File: config.mk
export PLATFORM = sky130hd
export DESIGN_NAME = alarm_input_conditioner_flat
export DESIGN_NICKNAME = d
export VERILOG_FILES = /design/src/rtl/alarm_input_pkg.sv /design/src/rtl/alarm_input_conditioner_if.sv /design/src/rtl/alarm_input_conditioner_debounce_cell.sv /design/src/rtl/alarm_input_conditioner.sv /design/src/flat_wrapper.sv
export SDC_FILE = /design/constraint.sdc
export NUM_CORES = 1
export LEC_CHECK = 0
export CORE_UTILIZATION = 60
export DETAILED_ROUTE_END_ITERATION = 8
export PLACE_DENSITY = 0.8
export SLEW_MARGIN = 20
export SYNTH_ARGS = -nofsm -noshare
export SYNTH_HDL_FRONTEND = slang
export SYNTH_SLANG_ARGS = --single-unit
File: constraint.sdc
create_clock -name clk_clk -period 2.03 [get_ports clk_clk]
set_clock_uncertainty 0.05 [all_clocks]
set_input_delay 0.3045 -clock clk_clk [delete_from_list [all_inputs] [get_ports clk_clk]]
set_output_delay 0.3045 -clock clk_clk [all_outputs]
set_load 0.02 [all_outputs]
File: src/rtl/alarm_input_pkg.sv
// Shared types and sizing helpers for the alarm-clock input conditioner.
package alarm_input_pkg;

  typedef enum logic [1:0] {
    IDLE,
    HOLD,
    REPEAT
  } key_state_e;

  localparam int unsigned MS_PER_S       = 1000;
  localparam int unsigned DEFAULT_CLK_HZ = 50_000_000;

  // Clock cycles per 1 ms tick; never below one so the prescaler stays legal.
  function automatic int unsigned tick_count(input int unsigned clk_hz);
    return (clk_hz / MS_PER_S < 1) ? 1 : clk_hz / MS_PER_S;
  endfunction

  function automatic int unsigned cnt_width(input int unsigned max_count);
    return (max_count < 1) ? 1 : $clog2(max_count + 1);
  endfunction

endpackage

File: src/rtl/alarm_input_conditioner_if.sv
// Raw board inputs and conditioned PIO-facing outputs of the input conditioner.
interface alarm_input_conditioner_if;
  logic key_hours_n;
  logic key_minutes_n;
  logic key_off_n;
  logic sw_set_alarm;
  logic sw_set_clock;
  logic sw_reset;
  logic hours_o;
  logic minutes_o;
  logic off_o;
  logic set_alarm_o;
  logic set_clock_o;
  logic switch_reset_o;

  modport master (
    output key_hours_n, key_minutes_n, key_off_n,
    output sw_set_alarm, sw_set_clock, sw_reset,
    input  hours_o, minutes_o, off_o,
    input  set_alarm_o, set_clock_o, switch_reset_o
  );

  modport slave (
    input  key_hours_n, key_minutes_n, key_off_n,
    input  sw_set_alarm, sw_set_clock, sw_reset,
    output hours_o, minutes_o, off_o,
    output set_alarm_o, set_clock_o, switch_reset_o
  );
endinterface

File: src/rtl/alarm_input_conditioner_debounce_cell.sv
// Two-flop synchroniser plus tick-based stable counter; level is the accepted value.
module debounce_cell
  import alarm_input_pkg::*;
#(
  parameter int unsigned DEBOUNCE_MS = 20,
  parameter bit          INVERT      = 1'b0
) (
  input  logic clk,
  input  logic rst,
  input  logic tick,
  input  logic raw,
  output logic level
);

  localparam int unsigned CW = cnt_width(DEBOUNCE_MS);

  logic          sync1;
  logic          sync2;
  logic          synced;
  logic [CW-1:0] stable_cnt;

  // Sync flops reset to the raw idle level so reset never looks like a press.
  always_ff @(posedge clk) begin
    if (rst) begin
      sync1 <= INVERT;
      sync2 <= INVERT;
    end else begin
      sync1 <= raw;
      sync2 <= sync1;
    end
  end

  assign synced = sync2 ^ INVERT;

  always_ff @(posedge clk) begin
    if (rst) begin
      stable_cnt <= '0;
      level      <= 1'b0;
    end else if (synced == level) begin
      stable_cnt <= '0;
    end else if (tick) begin
      if (stable_cnt == CW'(DEBOUNCE_MS - 1)) begin
        level      <= synced;
        stable_cnt <= '0;
      end else begin
        stable_cnt <= stable_cnt + CW'(1);
      end
    end
  end

endmodule

File: src/rtl/alarm_input_conditioner.sv
// Debounces keys/switches, turns keys into stretched event pulses with
// auto-repeat on hours/minutes, and passes switches through as clean levels.
module alarm_input_conditioner
  import alarm_input_pkg::*;
#(
  parameter int unsigned CLK_HZ          = DEFAULT_CLK_HZ,
  parameter int unsigned DEBOUNCE_MS     = 20,
  parameter int unsigned REPEAT_DELAY_MS = 500,
  parameter int unsigned REPEAT_RATE_MS  = 150,
  parameter int unsigned PULSE_MS        = 10
) (
  input  logic                      clk_clk,
  input  logic                      reset_reset,
  alarm_input_conditioner_if.slave  io
);

  localparam int unsigned TICK_COUNT = tick_count(CLK_HZ);
  localparam int unsigned PW         = cnt_width(TICK_COUNT - 1);
  localparam int unsigned TMAX       = (REPEAT_DELAY_MS > REPEAT_RATE_MS) ?
                                       REPEAT_DELAY_MS : REPEAT_RATE_MS;
  localparam int unsigned TW         = cnt_width(TMAX);
  localparam int unsigned OW         = cnt_width(PULSE_MS);
  localparam logic [5:0]  INVERT_MASK = 6'b000111;

  logic [PW-1:0] presc_q;
  logic          tick;
  logic [5:0]    raw;
  logic [5:0]    level;
  logic [2:0]    pulse;

  always_ff @(posedge clk_clk) begin
    if (reset_reset) begin
      presc_q <= '0;
      tick    <= 1'b0;
    end else if (presc_q == PW'(TICK_COUNT - 1)) begin
      presc_q <= '0;
      tick    <= 1'b1;
    end else begin
      presc_q <= presc_q + PW'(1);
      tick    <= 1'b0;
    end
  end

  // Bits 0..2 are the active-low keys, 3..5 the active-high switches.
  assign raw = {io.sw_reset, io.sw_set_clock, io.sw_set_alarm,
                io.key_off_n, io.key_minutes_n, io.key_hours_n};

  for (genvar i = 0; i < 6; i++) begin : g_deb
    debounce_cell #(
      .DEBOUNCE_MS (DEBOUNCE_MS),
      .INVERT      (INVERT_MASK[i])
    ) u_deb (
      .clk   (clk_clk),
      .rst   (reset_reset),
      .tick  (tick),
      .raw   (raw[i]),
      .level (level[i])
    );
  end

  for (genvar k = 0; k < 3; k++) begin : g_key
    localparam bit REPEAT_EN = (k != 2);

    key_state_e    state_q, state_d;
    logic [TW-1:0] tcnt_q, tcnt_d;
    logic          ev_d, ev_q;
    logic [OW-1:0] pcnt_q;
    logic          pulse_q;

    always_ff @(posedge clk_clk) begin
      if (reset_reset) begin
        state_q <= IDLE;
        tcnt_q  <= '0;
        ev_q    <= 1'b0;
      end else begin
        state_q <= state_d;
        tcnt_q  <= tcnt_d;
        ev_q    <= ev_d;
      end
    end

    // Without repeat (off key) HOLD simply waits for release.
    always_comb begin
      state_d = state_q;
      tcnt_d  = tcnt_q;
      ev_d    = 1'b0;
      unique case (state_q)
        IDLE: begin
          if (level[k]) begin
            ev_d    = 1'b1;
            state_d = HOLD;
            tcnt_d  = '0;
          end
        end
        HOLD: begin
          if (!level[k]) begin
            state_d = IDLE;
            tcnt_d  = '0;
          end else if (REPEAT_EN && tick) begin
            if (tcnt_q == TW'(REPEAT_DELAY_MS - 1)) begin
              ev_d    = 1'b1;
              state_d = REPEAT;
              tcnt_d  = '0;
            end else begin
              tcnt_d = tcnt_q + TW'(1);
            end
          end
        end
        REPEAT: begin
          if (!level[k]) begin
            state_d = IDLE;
            tcnt_d  = '0;
          end else if (tick) begin
            if (tcnt_q == TW'(REPEAT_RATE_MS - 1)) begin
              ev_d   = 1'b1;
              tcnt_d = '0;
            end else begin
              tcnt_d = tcnt_q + TW'(1);
            end
          end
        end
        default: begin
          state_d = IDLE;
          tcnt_d  = '0;
        end
      endcase
    end

    always_ff @(posedge clk_clk) begin
      if (reset_reset) begin
        pcnt_q  <= '0;
        pulse_q <= 1'b0;
      end else if (ev_q) begin
        pcnt_q  <= OW'(PULSE_MS);
        pulse_q <= 1'b1;
      end else if (tick && (pcnt_q != '0)) begin
        pcnt_q  <= pcnt_q - OW'(1);
        pulse_q <= (pcnt_q != OW'(1));
      end
    end

    assign pulse[k] = pulse_q;
  end

  assign io.hours_o        = pulse[0];
  assign io.minutes_o      = pulse[1];
  assign io.off_o          = pulse[2];
  assign io.set_alarm_o    = level[3];
  assign io.set_clock_o    = level[4];
  assign io.switch_reset_o = level[5];

endmodule

File: src/flat_wrapper.sv
// flat-port wrapper written by rule: the top's interface ports become plain ports
module alarm_input_conditioner_flat import alarm_input_pkg::*;
#(
  parameter int unsigned CLK_HZ          = DEFAULT_CLK_HZ,
  parameter int unsigned DEBOUNCE_MS     = 20,
  parameter int unsigned REPEAT_DELAY_MS = 500,
  parameter int unsigned REPEAT_RATE_MS  = 150,
  parameter int unsigned PULSE_MS        = 10
)
  (clk_clk, reset_reset, io_key_hours_n, io_key_minutes_n, io_key_off_n, io_sw_set_alarm, io_sw_set_clock, io_sw_reset, io_hours_o, io_minutes_o, io_off_o, io_set_alarm_o, io_set_clock_o, io_switch_reset_o);
  alarm_input_conditioner_if io_i ();
  input  logic clk_clk;
  input  logic reset_reset;
  input wire logic [$bits(io_i.key_hours_n)-1:0] io_key_hours_n;
  input wire logic [$bits(io_i.key_minutes_n)-1:0] io_key_minutes_n;
  input wire logic [$bits(io_i.key_off_n)-1:0] io_key_off_n;
  input wire logic [$bits(io_i.sw_set_alarm)-1:0] io_sw_set_alarm;
  input wire logic [$bits(io_i.sw_set_clock)-1:0] io_sw_set_clock;
  input wire logic [$bits(io_i.sw_reset)-1:0] io_sw_reset;
  output wire logic [$bits(io_i.hours_o)-1:0] io_hours_o;
  output wire logic [$bits(io_i.minutes_o)-1:0] io_minutes_o;
  output wire logic [$bits(io_i.off_o)-1:0] io_off_o;
  output wire logic [$bits(io_i.set_alarm_o)-1:0] io_set_alarm_o;
  output wire logic [$bits(io_i.set_clock_o)-1:0] io_set_clock_o;
  output wire logic [$bits(io_i.switch_reset_o)-1:0] io_switch_reset_o;
  assign io_i.key_hours_n = io_key_hours_n;
  assign io_i.key_minutes_n = io_key_minutes_n;
  assign io_i.key_off_n = io_key_off_n;
  assign io_i.sw_set_alarm = io_sw_set_alarm;
  assign io_i.sw_set_clock = io_sw_set_clock;
  assign io_i.sw_reset = io_sw_reset;
  assign io_hours_o = io_i.hours_o;
  assign io_minutes_o = io_i.minutes_o;
  assign io_off_o = io_i.off_o;
  assign io_set_alarm_o = io_i.set_alarm_o;
  assign io_set_clock_o = io_i.set_clock_o;
  assign io_switch_reset_o = io_i.switch_reset_o;
  alarm_input_conditioner #(.CLK_HZ(CLK_HZ), .DEBOUNCE_MS(DEBOUNCE_MS), .REPEAT_DELAY_MS(REPEAT_DELAY_MS), .REPEAT_RATE_MS(REPEAT_RATE_MS), .PULSE_MS(PULSE_MS)) u_core (.clk_clk(clk_clk), .reset_reset(reset_reset), .io(io_i));
endmodule
==> key figures <==
Synth
  • Most used standard cell by instance count after synthesis: dfxtp_1
  • Post-synth EDFFs: 0
  • Post-Synth XOR/XNOR Area: 0.0747
  • Sequential fraction of the synthesis area: 0.421
  • Post-synth top area cell: dfxtp_1
  • Adder-cell share of the synthesized area: 0.0620
  • Synth Warn #: 0
  • Top cells by count, synth: dfxtp_1 (106), nor2_1 (67), nand2_1 (40)
  • Synth area leaders: dfxtp_1 (42%), ha_1 (6.2%), nor2_1 (5.0%), xor2_1 (4.2%), nor2b_1 (3.5%)
  • Ys flop type: dfxtp_1
  • FF+latch count, synth: 106
  • Post-synth top area share: 0.421
  • Simple-gate share of the synthesized area: 0.277
  • Main combinational cell family by area after synthesis: simple AND/OR/NAND/NOR gates
  • Avg Cell Area, Syn: 8.75 um^2
  • Fraction of registers with async set or reset after synthesis: 0
  • Mapped Area: 5040 um^2
  • Mux cell area share after synthesis: 0.0119
  • Post-synthesis cell type count: 54
  • Mapped Cells: 576
  • Post-synthesis compound-gate area fraction: 0.119
  • Syn Nets: 609

Worst setup path
  • CP top delay family: simple AND/OR/NAND/NOR gates
  • Worst path slowest cell: or4_1
  • CP Data Arrival Time: 2.16 ns
  • Worst setup path startpoint: u_core.g_key[1].tcnt_q[0]$_SDFFE_PP0P_
  • Setup crit start kind: flip-flop
  • Stages on the worst setup path: 6
  • Worst path max stage delay: 0.53 ns
  • Worst Path Class, Setup: flip-flop to flip-flop
  • Req. time, crit path: 2.27 ns
  • Crit path max fanout: 8
  • Critical Path End Type: flip-flop
  • Worst-path cell chain: ha_1, and4bb_2, nand2_1, a32oi_4, or4_1, a31oi_1
  • CP bufs+invs: 0
  • R2r startpoint: u_core.g_key[1].tcnt_q[0]$_SDFFE_PP0P_
  • Depth of the worst register-to-register path: 6

Timing
  • Period minus WS final: 1.92 ns
  • Total count of hold-check failures in the final report: 0
  • Final Max Tran Viols: 0
  • RSZ-0062 raised after global routing: no
  • Achievable frequency: 520 MHz
  • Worst-margin pin slew: 0.541 ns
  • Hold Slack: 0.329 ns
  • Period utilization: 0.947
  • Max-slew headroom: 0.639
  • Final setup fails: 0

Cells and area
  • N_diodes: 0
  • Fraction of layout cells with a size suffix above 1: 0.0750
  • Layout area overhead: 8.66%
  • Design area: 5480 um^2
  • Layout Cells excl Fill: 705
  • Post-Route Utilization: 0.670
  • Final Net Count: 628

Floorplan
  • Die area: 8770 um^2
  • Starting Density: 0.617
  • Die Width: 93.7 um
  • Site Rows: 33
  • Chip Height: 93.7 um
  • Core area: 8180 um^2
  • I/O pin count: 14

Clock tree
  • Insertion delay to the later sink of the worst-skew pair: 0.36 ns
  • CTS tree: done
  • Hold-fix buffer count after cts: 0
  • Cts bufs inserted: 9
  • Root Buffer: clkbuf_8
  • Clock Path Buffers: 2
  • H-Tree Level Count: 3
  • Clk sinks: 106
  • Worst-path clk slew: 0.10 ns

Pwr
  • PwrDens: 614 nW/um^2
  • Final Power: 3.36 mW
  • Lkg Pwr: 1.95 nW
  • Worst ir drop on vdd: 0.527 mV

Flow run
  • Max-cap violations: 0

Drt
  • Vias: 3,966
  • Vias per cell: 5.63
  • Drt total wl: 8810 um
  • DRT iter0 DRCs: 199
  • DRC: 0
  • Post-DRT Antenna Nets: 0
  • Drt pass-1 iters: 4
  • WL/cell: 12.5 um

Status
  • Run status: completed

Hold path
  • Worst hold path cell count: 3
  • Worst Hold Class: input pin to flip-flop
  • HP Start: reset_reset

Global routing
  • Overall Global Routing Usage: 0.216
  • First-pass GRT wire length: 15,600 um
  • GRT Residual Overflow: 0
  • Largest net degree at the start of global routing: 63
  • Initial antenna violation count: 0
  • Vias in the first global route: 3,746

Placed design
  • Dpl cell area: 5290 um^2
  • Placed Cells: 689
  • GP Congestion: 0.795
  • Final HPWL DP: 6220 um
  • Input/output buffers: 13
==> worst reg2reg max path, cell delays in order, from the launching register on <==
cell      delay [ns]
dfxtp_1         0.37
ha_1            0.26
and4bb_2        0.24
nand2_1         0.14
a32oi_4         0.11
or4_1           0.53
a31oi_1         0.16
==> layout make-up <==
class / count / area (um^2)
Clock inverter: 6 / 50.0
Clock buffer: 10 / 128
Fill cell: 682 / 2700
Tap cell: 105 / 131
Sequential cell: 106 / 2120
Inverter: 20 / 75.1
Timing Repair Buffer: 24 / 220
Multi-Input combinational cell: 434 / 2750
==> cells by family (layout without fill, tap and decap cells) <==
kind of cell    Yosys count  count (layout)
xor+xnor                 43              43
buf+inv                  36              60
mux                       6               6
fa+ha+maj                25              25
simple gates            265             265
flops                   106             106
compound gates           95              95
==> placed cells by master, fill, tap and decap left out, types with 8 or more instances in the layout <==
cell type,instances
nor3b_1,10
nor2b_1,28
xnor2_1,19
xor2_1,24
a21oi_1,32
nor3_1,17
nand3_1,31
inv_1,20
dfxtp_1,104
nand4_1,13
or2_2,8
and3_1,12
o21ai_0,24
clkdlybuf4s50_1,12
clkbuf_8,9
nand2b_1,12
nor2_1,67
nand2_1,40
a31oi_1,9
buf_4,10
ha_1,25
==> sequential cells by signal (all words and copies together) (netlist names) <==
register,count
u_core.g_deb.u_deb.stable_cnt,30
u_core.g_key.tcnt_q,18
u_core.presc_q,16
u_core.g_key.pcnt_q,12
u_core.g_deb.u_deb.level,6
u_core.g_deb.u_deb.sync1,6
u_core.g_deb.u_deb.sync2,6
u_core.g_key.state_q,5
u_core.g_key.ev_q,3
u_core.io.hours_o,1
u_core.io.minutes_o,1
u_core.io.off_o,1
u_core.tick,1
==> worst paths after layout <==
kind / endpoint / slack, ns
setup / recovery: u_core.g_key[1].tcnt_q[3]$_SDFFE_PP0P_ / 0.11
hold / removal: u_core.g_key[0].ev_q$_SDFF_PP0_ / 0.33
setup reg to reg: u_core.g_key[1].tcnt_q[3]$_SDFFE_PP0P_ / 0.11
hold reg to reg: u_core.g_key[2].ev_q$_SDFF_PP0_ / 0.35
==> layer usage <==
metal,up-vias,global-route usage,share of wire
met1,1850,0.269,0.48
met5,-,0,0
met4,0,0.0782,0.0087
met3,9,0.0275,0.021
li1,2057,-,-
met2,50,0.383,0.49
==> stage by stage <==
stage,setup WS [ns],setup TNS [ns]
after floorplan,0.240,0
after global placement,0.0418,0
after detailed placement,-0.0497,-0.0497
after CTS,0.0318,0
after global routing,0.00902,0
final,0.107,0
==> power by group <==
group          internal [mW]  total, mW  switching, mW  leakage (nW)
Sequential              2.09       2.10        0.00872         0.858
Combinational         0.0344     0.0745         0.0401          1.00
Clock                  0.463       1.19          0.723        0.0888
==> timing repair <==
item                                    4_1_cts  5_1_grt
resized for setup                             1        3
endpoints found under the setup margin        1       11
endpoints found under the hold margin         0        0
buffers inserted                              0        0
Power figures use the tool's default switching activity.
